==> src/rtl/ser_tx_frame_pkg.sv <==
// Shared definitions for the framed serial transmitter: FSM state encodings and default geometry.
package ser_tx_frame_pkg;

  localparam int SER_TX_DEF_WIDTH        = 8;
  localparam int SER_TX_DEF_CLKS_PER_BIT = 4;

  typedef enum logic [2:0] {
    ST_IDLE   = 3'd0,
    ST_START  = 3'd1,
    ST_DATA   = 3'd2,
    ST_PARITY = 3'd3,
    ST_STOP   = 3'd4
  } ser_tx_state_e;

endpackage

==> src/rtl/ser_tx_bit_timer.sv <==
// Bit-time counter: runs 0..CLKS_PER_BIT-1 while enabled and flags the last cycle of each bit.
module ser_tx_bit_timer
  import ser_tx_frame_pkg::*;
#(
  parameter int CLKS_PER_BIT = SER_TX_DEF_CLKS_PER_BIT
) (
  input  logic                            clk,
  input  logic                            reset_n,
  input  logic                            en_i,
  input  logic                            clr_i,
  output logic [$clog2(CLKS_PER_BIT):0]   cnt_o,
  output logic                            bit_end_o
);

  logic [$clog2(CLKS_PER_BIT):0] cnt_q;
  logic [$clog2(CLKS_PER_BIT):0] cnt_d;

  always_comb begin
    bit_end_o = en_i && (int'(cnt_q) == CLKS_PER_BIT - 1);
    cnt_d     = cnt_q;
    if (clr_i) begin
      cnt_d = '0;
    end else if (en_i) begin
      cnt_d = bit_end_o ? '0 : cnt_q + 1'b1;
    end
  end

  always_ff @(posedge clk or negedge reset_n) begin
    if (!reset_n) begin
      cnt_q <= '0;
    end else begin
      cnt_q <= cnt_d;
    end
  end

  assign cnt_o = cnt_q;

endmodule

==> src/rtl/ser_tx_frame.sv <==
// Framed LSB-first serial transmitter (start, data, [parity], stop) with valid/ready input.
// Optional even-parity bit enabled by defining SER_TX_FRAME_PARITY_EN.
module ser_tx_frame
  import ser_tx_frame_pkg::*;
#(
  parameter int WIDTH        = SER_TX_DEF_WIDTH,
  parameter int CLKS_PER_BIT = SER_TX_DEF_CLKS_PER_BIT,
  parameter bit IDLE_LEVEL   = 1'b1
) (
  input  logic             clk,
  input  logic             reset_n,
  input  logic [WIDTH-1:0] in_data,
  input  logic             in_valid,
  output logic             in_ready,
  output logic             sdo,
  output logic             busy,
  output logic             done
);

  localparam int CW = $clog2(CLKS_PER_BIT) + 1;
  localparam int IW = $clog2(WIDTH) + 1;

  ser_tx_state_e    state_q;
  logic [WIDTH-1:0] shift_q;
  logic [WIDTH-1:0] shift_d;
  logic [IW-1:0]    bit_idx_q;
  logic             sdo_q;
  logic             busy_q;
  logic             done_q;
  logic             done_d;
`ifdef SER_TX_FRAME_PARITY_EN
  logic             parity_q;
`endif

  logic          accept;
  logic          last_data_bit;
  logic          entering_stop;
  logic          timer_en;
  logic          bit_end;
  logic [CW-1:0] cnt;

  assign in_ready      = (state_q == ST_IDLE);
  assign accept        = in_valid && in_ready;
  assign timer_en      = (state_q != ST_IDLE);
  assign shift_d       = shift_q >> 1;
  assign last_data_bit = (int'(bit_idx_q) == WIDTH - 1);

  ser_tx_bit_timer #(
    .CLKS_PER_BIT (CLKS_PER_BIT)
  ) u_bit_timer (
    .clk       (clk),
    .reset_n   (reset_n),
    .en_i      (timer_en),
    .clr_i     (accept),
    .cnt_o     (cnt),
    .bit_end_o (bit_end)
  );

  // done is registered, so it is raised on the edge that enters the final stop-bit cycle.
  always_comb begin
`ifdef SER_TX_FRAME_PARITY_EN
    entering_stop = bit_end && (state_q == ST_PARITY);
`else
    entering_stop = bit_end && (state_q == ST_DATA) && last_data_bit;
`endif
    done_d = 1'b0;
    if (CLKS_PER_BIT == 1) begin
      done_d = entering_stop;
    end else if (state_q == ST_STOP && int'(cnt) == CLKS_PER_BIT - 2) begin
      done_d = 1'b1;
    end
  end

  always_ff @(posedge clk or negedge reset_n) begin
    if (!reset_n) begin
      state_q   <= ST_IDLE;
      shift_q   <= '0;
      bit_idx_q <= '0;
      sdo_q     <= IDLE_LEVEL;
      busy_q    <= 1'b0;
      done_q    <= 1'b0;
`ifdef SER_TX_FRAME_PARITY_EN
      parity_q  <= 1'b0;
`endif
    end else begin
      done_q <= done_d;
      case (state_q)
        ST_IDLE: begin
          sdo_q <= IDLE_LEVEL;
          if (accept) begin
            state_q   <= ST_START;
            shift_q   <= in_data;
            bit_idx_q <= '0;
            sdo_q     <= ~IDLE_LEVEL;
            busy_q    <= 1'b1;
`ifdef SER_TX_FRAME_PARITY_EN
            parity_q  <= ^in_data;
`endif
          end
        end
        ST_START: begin
          if (bit_end) begin
            state_q <= ST_DATA;
            sdo_q   <= shift_q[0];
          end
        end
        ST_DATA: begin
          if (bit_end) begin
            if (last_data_bit) begin
`ifdef SER_TX_FRAME_PARITY_EN
              state_q <= ST_PARITY;
              sdo_q   <= parity_q;
`else
              state_q <= ST_STOP;
              sdo_q   <= IDLE_LEVEL;
`endif
            end else begin
              shift_q   <= shift_d;
              sdo_q     <= shift_d[0];
              bit_idx_q <= bit_idx_q + 1'b1;
            end
          end
        end
`ifdef SER_TX_FRAME_PARITY_EN
        ST_PARITY: begin
          if (bit_end) begin
            state_q <= ST_STOP;
            sdo_q   <= IDLE_LEVEL;
          end
        end
`endif
        ST_STOP: begin
          if (bit_end) begin
            state_q <= ST_IDLE;
            busy_q  <= 1'b0;
          end
        end
        default: begin
          state_q <= ST_IDLE;
          sdo_q   <= IDLE_LEVEL;
          busy_q  <= 1'b0;
        end
      endcase
    end
  end

  assign sdo  = sdo_q;
  assign busy = busy_q;
  assign done = done_q;

endmodule
==> config.mk <==
export PLATFORM = sky130hd
export DESIGN_NAME = ser_tx_frame
export DESIGN_NICKNAME = d
export VERILOG_FILES = /design/src/rtl/ser_tx_frame_pkg.sv /design/src/rtl/ser_tx_bit_timer.sv /design/src/rtl/ser_tx_frame.sv
export SDC_FILE = /design/constraint.sdc
export NUM_CORES = 1
export LEC_CHECK = 0
export ABC_AREA = 1
export CAP_MARGIN = 20
export CORE_UTILIZATION = 26
export DETAILED_ROUTE_END_ITERATION = 8
export GPL_TIMING_DRIVEN = 1
export HOLD_SLACK_MARGIN = 0.02
export SYNTH_ARGS = -nofsm -noshare
export SYNTH_HDL_FRONTEND = slang
export SYNTH_SLANG_ARGS = --single-unit
==> constraint.sdc <==
create_clock -name clk -period 1.6 [get_ports clk]
set_input_delay 0.48 -clock clk [delete_from_list [all_inputs] [get_ports clk]]
set_output_delay 0.48 -clock clk [all_outputs]
set_load 0.1 [all_outputs]
==> run metrics <==
status finished with violations; failing checks negative setup slack; Reg-to-Reg End shift_q[1]; Initial Util 0.2787; drt via density 4.333; yosys warns 0; Finished Layout Cells 231; CP Launch Type flip-flop; Die Wd 68.65 µm; crit path DAT 1.14 ns; syn_area_per_cell 7.548 µm²; Peak VDD IR 805.8 µV; die area ~4700 µm²; placed cell count 224; depth of the most critical reg-to-reg path 7; CTS root buffer clkbuf_8; cell row count 23; Synth-to-Final Area Change 31.96%; Mapped Cells 153; Util after Layout 0.3678; fin nets slightly below 200; unrepaired setup endpoints after global routing yes; Setup crit start state_q[1]; f_max approximately 0.6 GHz; synth unique cells 22; hold_ws 0.4720 ns; Worst R2R Start bit_idx_q[0]; setup TNS -0.02246 ns; overall routing resource usage 0.1260; CP Buf/Inv Count 3; post-route design area 1524 µm²; Ports 15; crit share post-route 1.014; ant diodes 0; vias in the first global route 945; DRC 0; Hold Crit Class flip-flop to flip-flop; final worst path period need 1.622 ns; Crit path depth 4; initial antenna violation count 0; TritonCTS Buffers 3; via count between 1000 and 1500; Hold Violations, Final 0; layout cell share with drive strength beyond 1 0.1768; H-Tree Depth 1; crit-path cells inv_2, nand2_4, clkinvlp_4, buf_12; HPWL Detailed 1754 µm; WL/cell 10.61 µm; CTS Sinks 21; slowest stage delay, CP around 0.4 ns; Initial DRT Pass Iterations 4; I/O Buffers 14; Rel. slew slack 0.8174; CP top delay family flip-flops; register area share after synthesis 0.4561; Final setup viols 1; pin count of the biggest net entering global routing 22; power per cell area 2097 nW/µm²; Least-Margin Pin Slew 0.2739 ns; total wire length 2452 µm; total of max-cap violations 0; die height roughly 70 µm; Initial DRC Count 37; Setup WS post-layout -0.02246 ns; GPL Wtd Cong 0.8448; Setup crit end kind output pin; #FFs+latches synth 21; worst-path cell with the longest stage delay dfrtp_1; skew final 0.003033 ns; worst skew pair latency ~0.26 ns; power after layout 3.196 mW; CP endpoint in_ready; synthesized cell area 1155 µm²; R2R Setup Slk 0.13 ns; clock slew at reported path FFs approximately 0.080 ns; first-pass GRT wire length 4278 µm; syn_nets 167; grt ovf 0; Final Slew Violations 0; static leakage 0.8190 nW; Post-CTS Hold Buffers 0; worst setup path class flip-flop to output pin; Core Area 4144 µm²; post-cts resize count 0; post-place instance area 1456 µm²; CP max FO 5; Placement Setup Slack -0.09157 ns; WP data required between 1 and 1.5 ns; Routed Antenna Nets 0; CTS tree built; CTS Buffer Depth 2
==> cell usage in the layout, fill, tap and decap left out <==
cell	n
nand2_1	72
dfrtp_1	20
inv_1	14
buf_4	13
clkdlybuf4s50_1	10
nand3_1	8
o21ai_0	6
nor2_1	5
nand4_1	4
buf_12	4
inv_2	3
ha_1	3
clkbuf_8	3
nand2_4	2
a21oi_1	2
xor2_1	2
nor2_4	1
clkinvlp_4	1
nand3_4	1
o21ai_4	1
o21ai_1	1
nand2_2	1
nor2_2	1
or2_1	1
clkbuf_1	1
dfstp_2	1
==> per-layer routing <==
metal  part of all wire  track usage
met5                  0            0
met4              0.014      0.07031
met3              0.019      0.01974
met2               0.47       0.2034
met1               0.49       0.1596
==> cell usage after synthesis <==
library cell   n  share of area
nand2_2        1         0.0054
inv_1         15          0.049
nand3_1        8          0.035
nand2_4        1         0.0098
buf_2          1         0.0043
nand2_1       73           0.24
nor2_2         1         0.0054
o21ai_1        1         0.0043
ha_1           3          0.033
o21ai_0        6          0.026
o21ai_4        1          0.014
inv_2          3         0.0098
or2_1          1         0.0054
xor2_1         2          0.015
nor2_1         5          0.016
nand4_1        4          0.022
dfrtp_1       20           0.43
nand3_4        1          0.015
dfstp_2        1          0.023
buf_6          2          0.020
nor2_4         1         0.0098
a21oi_1        2         0.0087
==> worst reg2reg max path, cell delays in order, from the launching register on <==
cell     delay (ns)
dfrtp_1        0.40
ha_1           0.21
nand3_1        0.16
o21ai_1        0.23
inv_1          0.08
nand2_2        0.19
nand2_1        0.08
nand2_1        0.06
==> worst min path at each step <==
stage | from | end | slack [ns] | depth (start not counted)
after CTS | shift_q[3] | shift_q[3] | 0.48 | 2
after floorplan | reset_n | bit_idx_q[0] | 0.18 | 0
final | shift_q[6] | shift_q[6] | 0.47 | 2
after detailed placement | shift_q[3] | shift_q[3] | 0.46 | 2
after global routing | shift_q[4] | shift_q[4] | 0.50 | 2
after global placement | shift_q[4] | shift_q[4] | 0.46 | 2
==> final cells by class <==
type                    instances  area [µm²]
multi-input cells             111       540.5
clock buffers                   4       45.04
repair buffers                 27       277.8
inverters                      18       71.32
flip-flops and latches         21       526.8
fillers                       442        2620
well taps                      50       62.56
==> logic make-up (layout without fill, tap and decap cells) <==
logic type,after synthesis,count (layout),share of synthesized area
and+or+nand+nor,96,96,0.3608
xor gates and xnor gates,2,2,0.01517
adders and majority gates,3,3,0.03251
buffers and inverters,21,49,0.08233
AOI/OAI and AO/OA,10,10,0.05309
DFF,21,21,0.4561
==> sequential cells by signal (all words and copies together) (netlist names) <==
name               flops
u_bit_timer.cnt_o      3
bit_idx_q              4
state_q                3
shift_q                8
sdo                    1
busy                   1
done                   1
==> repair_timing <==
action                                  CTS  global route
gates cloned                              0             0
pin swaps                                 2             1
endpoints found under the setup margin    1             7
setup buffers                             2             1
==> power by group <==
part	total [mW]	leakage (nW)	switching, mW	internal, mW
logic	1.96	0.527	1.22	0.749
clock network	0.354	0.0228	0.177	0.178
registers	0.877	0.269	0.133	0.744
(Power assumes the default switching activity.)
